--- config.mk ---
export PLATFORM = sky130hd
export DESIGN_NAME = pong_score_ctrl
export DESIGN_NICKNAME = d
export VERILOG_FILES = /design/src/rtl/pong_score_ctrl.sv
export SDC_FILE = /design/constraint.sdc
export NUM_CORES = 1
export LEC_CHECK = 0
export CAP_MARGIN = 20
export CORE_UTILIZATION = 51
export DETAILED_ROUTE_END_ITERATION = 8
export GPL_TIMING_DRIVEN = 1
export PLACE_DENSITY = 0.74
export SYNTH_ARGS = -nofsm -noshare
export SYNTH_HDL_FRONTEND = slang
export SYNTH_SLANG_ARGS = --single-unit
--- constraint.sdc ---
create_clock -name clk -period 2.75 [get_ports clk]
set_clock_uncertainty 0.1 [all_clocks]
set_input_delay 0.55 -clock clk [delete_from_list [all_inputs] [get_ports clk]]
set_output_delay 0.55 -clock clk [all_outputs]
set_load 0.02 [all_outputs]
--- src/rtl/pong_score_ctrl.sv ---
// pong_score_ctrl: two-player BCD score keeper and game-flow FSM (NEWGAME/PLAY/NEWBALL/OVER)
// Ports:
//   clk, reset          system clock, asynchronous active-high reset
//   p1_point, p2_point  one-cycle point pulses from the physics block
//   btn_start           debounced, synchronized start button level
//   dig0..dig3          BCD digits: p1 ones, p1 tens, p2 ones, p2 tens
//   rule_en, over_en    text overlay enables (rules in NEWGAME, game over in OVER)
//   ball_hold, serve    ball held outside PLAY; serve pulses on each PLAY entry
//   winner              00 none, 01 player 1, 10 player 2, 11 draw
// Macro PONG_AUTO_SERVE_EN: when defined NEWBALL serves automatically after the
// delay; when undefined it waits for a start button rising edge after the delay.
module pong_score_ctrl #(
    parameter int WIN_SCORE    = 11,
    parameter int DELAY_CYCLES = 200000000
) (
    input  logic       clk,
    input  logic       reset,
    input  logic       p1_point,
    input  logic       p2_point,
    input  logic       btn_start,
    output logic [3:0] dig0,
    output logic [3:0] dig1,
    output logic [3:0] dig2,
    output logic [3:0] dig3,
    output logic       rule_en,
    output logic       over_en,
    output logic       ball_hold,
    output logic       serve,
    output logic [1:0] winner
);
    localparam int CW = (DELAY_CYCLES > 1) ? $clog2(DELAY_CYCLES) : 1;
    localparam logic [CW-1:0] LAST = CW'(DELAY_CYCLES - 1);
    localparam logic [7:0] WIN_BCD = {4'(WIN_SCORE / 10), 4'(WIN_SCORE % 10)};

    typedef enum logic [1:0] {NEWGAME, PLAY, NEWBALL, OVER} state_t;

    state_t        r_state;
    logic [CW-1:0] r_cnt;
    logic          r_btn_q;
    logic          w_start_rise;
    logic          w_expired;
    logic          w_serve_ok;
    logic          w_any_point;
    logic          w_p1_win;
    logic          w_p2_win;
    logic [7:0]    w_p1_next;
    logic [7:0]    w_p2_next;

    // Two-digit BCD increment, saturating at 99.
    function automatic logic [7:0] bcd_inc(input logic [7:0] v);
        return (v == 8'h99) ? v :
               (v[3:0] == 4'd9) ? {v[7:4] + 4'd1, 4'd0} : {v[7:4], v[3:0] + 4'd1};
    endfunction

    assign w_start_rise = btn_start & ~r_btn_q;
    assign w_expired    = (r_cnt == LAST);
    assign w_any_point  = p1_point | p2_point;
    assign w_p1_next    = p1_point ? bcd_inc({dig1, dig0}) : {dig1, dig0};
    assign w_p2_next    = p2_point ? bcd_inc({dig3, dig2}) : {dig3, dig2};
    assign w_p1_win     = p1_point && (w_p1_next == WIN_BCD);
    assign w_p2_win     = p2_point && (w_p2_next == WIN_BCD);

`ifdef PONG_AUTO_SERVE_EN
    assign w_serve_ok = w_expired;
`else
    // Manual serve: only a rising edge seen after the delay has run out counts.
    assign w_serve_ok = w_expired & w_start_rise;
`endif

    always_ff @(posedge clk or posedge reset) begin
        if (reset) begin
            r_state   <= NEWGAME;
            r_cnt     <= '0;
            r_btn_q   <= 1'b0;
            dig0      <= 4'd0;
            dig1      <= 4'd0;
            dig2      <= 4'd0;
            dig3      <= 4'd0;
            winner    <= 2'b00;
            serve     <= 1'b0;
            over_en   <= 1'b0;
            rule_en   <= 1'b1;
            ball_hold <= 1'b1;
        end else begin
            r_btn_q <= btn_start;
            serve   <= 1'b0;
            case (r_state)
                NEWGAME: if (w_start_rise) begin
                    {dig1, dig0, dig3, dig2} <= '0;
                    winner    <= 2'b00;
                    serve     <= 1'b1;
                    rule_en   <= 1'b0;
                    ball_hold <= 1'b0;
                    r_state   <= PLAY;
                end
                PLAY: if (w_any_point) begin
                    {dig1, dig0} <= w_p1_next;
                    {dig3, dig2} <= w_p2_next;
                    ball_hold    <= 1'b1;
                    r_cnt        <= '0;
                    if (w_p1_win | w_p2_win) begin
                        // Bit 0 marks player 1, bit 1 player 2; both set is a draw.
                        winner  <= {w_p2_win, w_p1_win};
                        over_en <= 1'b1;
                        r_state <= OVER;
                    end else begin
                        r_state <= NEWBALL;
                    end
                end
                NEWBALL: if (!w_expired) begin
                    r_cnt <= r_cnt + 1'b1;
                end else if (w_serve_ok) begin
                    serve     <= 1'b1;
                    ball_hold <= 1'b0;
                    r_state   <= PLAY;
                end
                OVER: if (!w_expired) begin
                    r_cnt <= r_cnt + 1'b1;
                end else begin
                    over_en <= 1'b0;
                    rule_en <= 1'b1;
                    r_state <= NEWGAME;
                end
                default: r_state <= NEWGAME;
            endcase
        end
    end
endmodule

### Word level (Yosys, flattened, before mapping)

Cells that the tools add are included.

* bits in registers: 53
* bits in latches: 0
* bits in writable memories: 0
* ROM bits: 0
* input bits: 5
* output and inout port bits: 22
* memories: 0

* add/subtract/negate cells: 5
* multipliers: 0
* div/mod/pow operators: 0
* magnitude comparators: 0
* equal/unequal tests: 17
* shifts and indexed selects: 0
* multiplexer cells: 44
* bitwise logic cells: 5
* reductions and logical operators: 16

Operators with widths (number)
* 28-bit 2-to-1 mux: 2
* 28-bit one-hot mux with 2 select lines: 1
* 8-bit 2-to-1 mux: 6
* 4-bit one-hot mux with 2 select lines: 4
* 28-bit by 1-bit adder with 28-bit output, second input constant: 1
* 28-bit equality test, second input constant: 1
* 4-bit 2-to-1 mux: 5
* 4-bit by 1-bit adder with 4-bit output, second input constant: 4
* 8-bit by 5-bit equality test with 1-bit output, second input constant: 2
* 8-bit equality test, second input constant: 2
* 2-bit 2-to-1 mux: 8
* 2-bit inequality test, second input constant: 7
* 1-bit 2-to-1 mux: 12
* 5-bit AND reduction: 2
* 3-bit AND reduction: 3
* 4-bit equality test, second input constant: 2
* 2-bit one-hot mux with 4 select lines: 1
* 4-bit AND reduction: 2
* 2-bit nonzero test: 4
* 1-bit one-hot mux with 2 select lines: 3
* 2-bit equality test, second input constant: 2
* 2-bit one-hot mux with 2 select lines: 1
* 1-bit one-hot mux with 3 select lines: 1
* 3-bit nonzero test: 1
* other kinds (7): 10

### Logic depth before layout (Yosys ltp)

* depth in word-level cells: 10
* mapped depth: 7

### Least setup slack after synthesis

Ideal clock, no wire load.

* path kind: reg2reg
* from: register dig1[1]
* to: register winner[0]
* library setup time: 120 ps
* data arrival time: 1776 ps
* setup slack: 754 ps
* stages on the path, launching flop included: 8
* path buffers: 0
* clock period less this slack: 1996 ps
* cells stage by stage: dfrtp_1 > inv_1 > ha_1 > and3b_1 > nor3b_1 > nor3b_1 > o211a_1 > a31o_1

* word-level cells in the longest chain between the ends: 9

Ends and longest elaborated chain
* start: declaration: RTL line 22 `output logic [3:0] dig1,`
* start signal: assignment: RTL line 97 `{dig1, dig0} <= w_p1_next;`
* 4-bit by 1-bit adder with 4-bit output: RTL line 52 `(v[3:0] == 4'd9) ? {v[7:4] + 4'd1, 4'd0} : {v[7:4], v[3:0] + 4'd1};`
* 8-bit 2-to-1 mux: RTL line 52
* 8-bit 2-to-1 mux: RTL line 51 `return (v == 8'h99) ? v :`
* 8-bit 2-to-1 mux (*): RTL line 58 `assign w_p1_next = p1_point ? bcd_inc({dig1, dig0}) : {dig1, dig0};`
* 8-bit by 5-bit equality test with 1-bit output (*): RTL line 60 `assign w_p1_win = p1_point && (w_p1_next == WIN_BCD);`
* 1-bit logical AND (*): RTL line 60
* 1-bit OR / 2-bit 2-to-1 mux (equally long branches): RTL line 101 `if (w_p1_win | w_p2_win) begin`
* 2-bit inequality test (no source line) / 2-bit 2-to-1 mux (equally long branches)
* 4-bit AND reduction (no source line) / 2-bit one-hot mux with 2 select lines (equally long branches)
* end signal: assignment: RTL line 103 `winner <= {w_p2_win, w_p1_win};`
* end: declaration: RTL line 29 `output logic [1:0] winner`

Mark *: on every way between the ends. The rest lies on a longest branch, timed or not. The select of a mux whose other input is x is not followed.
A chain may end at the register's enable or synchronous reset.

### Worst setup path in the final report

* from: input port p2_point
* to: register r_cnt[25]

* word-level cells in the longest chain between the ends: 3

Ends and longest elaborated chain
* start: declaration: RTL line 19 `input logic p2_point,`
* 1-bit OR: RTL line 57 `assign w_any_point = p1_point | p2_point;`
* 2-bit inequality test (no source line)
* 3-bit AND reduction (no source line)
* end signal: assignment: RTL line 111 `r_cnt <= r_cnt + 1'b1;`
* end signal: assignment: RTL line 118 `r_cnt <= r_cnt + 1'b1;`
* end: declaration: RTL line 38 `logic [CW-1:0] r_cnt;`

Every way passes these cells.

==> metrics <==
status finished, final reports clean; Ys Warns 0; pin count of the biggest net entering global routing 54; Hold WC Path Type flip-flop to flip-flop; crit path time final 2.29 ns; post-synthesis sequential area ratio 0.429; top post-synthesis cells by area dfrtp_1 (41%), o21ai_0 (5.2%), nand2_1 (3.6%), nor2_1 (3.5%), nand3_1 (3.4%); CP Capture Type flip-flop; final hold vios 0; Antenna Nets Post-Route 0; most frequent cells after synthesis dfrtp_1 (51), o21ai_0 (32), nand2_1 (30); Max-Cap Viols 0; Clock Pin Slew Worst Setup and Hold Paths 0.10 ns; Longest Clk Path Bufs 2; Final period util 0.833; P_int 1.11 mW; Final #Nets 372; GR Overflow Total 0; Sink Count 53; GP Congestion 0.819; RSZ-0062 raised after global routing no; vias in the first global route 2313; Clk pwr share 0.393; f_max 0.437 GHz; switching share of power 0.221; Top Ports 27; Hold Slack 0.413 ns; full die area 0.00638 mm^2; Setup TNS 0 ns; via count 2577; Total Wirelength 6580 um; max_slew headroom 0.494; Finished Layout Cells 438; leakage 1.50 nW; worst path arrival time 2.39 ns; first-pass GRT wire length 11200 um; fill count 519; count of different cell masters after synthesis 61; Skew-Pair Late Insertion Delay 0.31 ns; Post-synth EDFFs 0; share of layout cells above drive strength 1 0.0909; Final Instance Area 0.00353 mm^2; core area 0.00589 mm^2; ys async rst share 1.00; H-tree levels 2; Data required, critical path 2.84 ns; Critical Path Fanout Max 14; hpwl dp 4570 um; Area growth syn-to-layout 14.1%; P_sw 314 uW; dpl cells 430; syn_area_per_cell 9.15 um^2; crit path kind primary input to flip-flop; ys flop type dfrtp_1; setup violators final 0; ANT cells 0; number of vias per cell 5.88; PwrDens 403 mW/mm^2; count leader, synth dfrtp_1; die height 79.9 um; startpoint types primary input; setup bufs post-CTS 0; synthesized net count 348; Slew @ Worst Pin 0.757 ns; drt drc 0; Synth Cell Area 0.00309 mm^2; # rows 28; Synth Register Bits 53; clock tree from TritonCTS yes; CTS Root Cell clkbuf_8; Initial Utilization 0.526; total CTS buffers 5; DRT iter0 DRCs 170; top-area cell type share of the netlist area 0.412; Port-buffer cells 26; die width 79.9 um; hold-fix buffers at CTS 0; Peak VDD IR 0.220 mV; Yosys top cell by area dfrtp_1; DR WL/cell 15.0 um; Placed Instance Area 0.00341 mm^2; combinational share of power 0.044; Syn Inst Count 338; GRT Overall Usage 0.225; Detailed Routing Iterations Pass 1 4; Max Slew Vio Count 0; Sequential Power Share 0.564; initial antenna violation count 0; Resized cells post-CTS 0
metrics by stage:
step / power (mW) / worst slack (ns) / utilization
global placement: 0.880 / 0.176 / 0.580
finish: 1.42 / 0.459 / 0.600
floorplan: 0.858 / 0.754 / -
detailed placement: 0.882 / 0.123 / 0.580
global route: 1.48 / 0.300 / 0.600
CTS: 1.44 / 0.449 / 0.600
critical path, cell delays in order:
cell,delay [ns]
clkdlybuf4s50_1,0.71
o21a_1,0.24
o2111ai_4,0.25
nor4_1,0.42
xnor2_1,0.16
nor2_1,0.05
per-layer routing:
metal  up-vias  global-route usage  share of wire
li1       1284                   -              -
met1      1246               0.322           0.51
met2        39               0.345           0.45
met4         0              0.0589          0.014
met5         -                   0              0
met3         8              0.0434          0.029
power by group through the flow:
| stage | clock network (mW) | logic [mW] | registers, mW |
|---|---|---|---|
| 2_1_floorplan | 0 | 0.0411 | 0.816 |
| 3_3_place_gp | 0 | 0.0630 | 0.817 |
| 3_5_place_dp | 0 | 0.0640 | 0.818 |
| 4_1_cts | 0.571 | 0.0641 | 0.802 |
| 5_1_grt | 0.601 | 0.0713 | 0.805 |
| 6_report | 0.559 | 0.0624 | 0.802 |
registers in the layout, indices dropped and copies added (netlist names), 2 cells and up:
register and count:
dig2 4, dig0 4, dig3 4, dig1 4
r_cnt 28, r_state 2, winner 2
area by class of cell:
type	count	area [um^2]	area share
multi-input combinational	259	1630	0.460
sequential	53	1330	0.376
timing repair buffer	33	325	0.0921
tap	75	93.8	0.0266
clock buffer	6	82.6	0.0234
clock inverter	2	37.5	0.0106
inverter	10	37.5	0.0106
layout by cell type, fill, tap and decap left out, types with 6 or more instances in the layout:
cell	count
clkdlybuf4s50_1	26
clkbuf_8	6
o21ai_0	32
nor3_1	9
nor2_1	28
a21oi_1	18
nor4_1	6
o211ai_1	6
xnor2_1	12
buf_4	6
dfrtp_1	51
nand3_1	21
inv_1	9
nand2_1	30
nand4_1	10
path summary, 6_finish.rpt:
| check | startpoint | end | slack [ns] | cells past startpoint |
|---|---|---|---|---|
| worst max-delay path | p2_point | r_cnt[25] | 0.46 | 6 |
| min in group asynchronous | reset | dig3[2] | 0.50 | 3 |
| worst min-delay path | ball_hold | ball_hold | 0.41 | 2 |
| max in group asynchronous | reset | rule_en | 1.75 | 3 |
| worst min register to register | ball_hold | ball_hold | 0.41 | 2 |
| worst max register to register | dig1[1] | r_state[0] | 0.57 | 7 |
cells by family after synthesis:
group,share of synthesized area
fa+ha+maj,0.0202
xor+xnor,0.0453
compound gates,0.175
simple gates,0.270
buf+inv,0.0461
flops,0.429
mux,0.0133
Power figures use the tool's default switching activity.
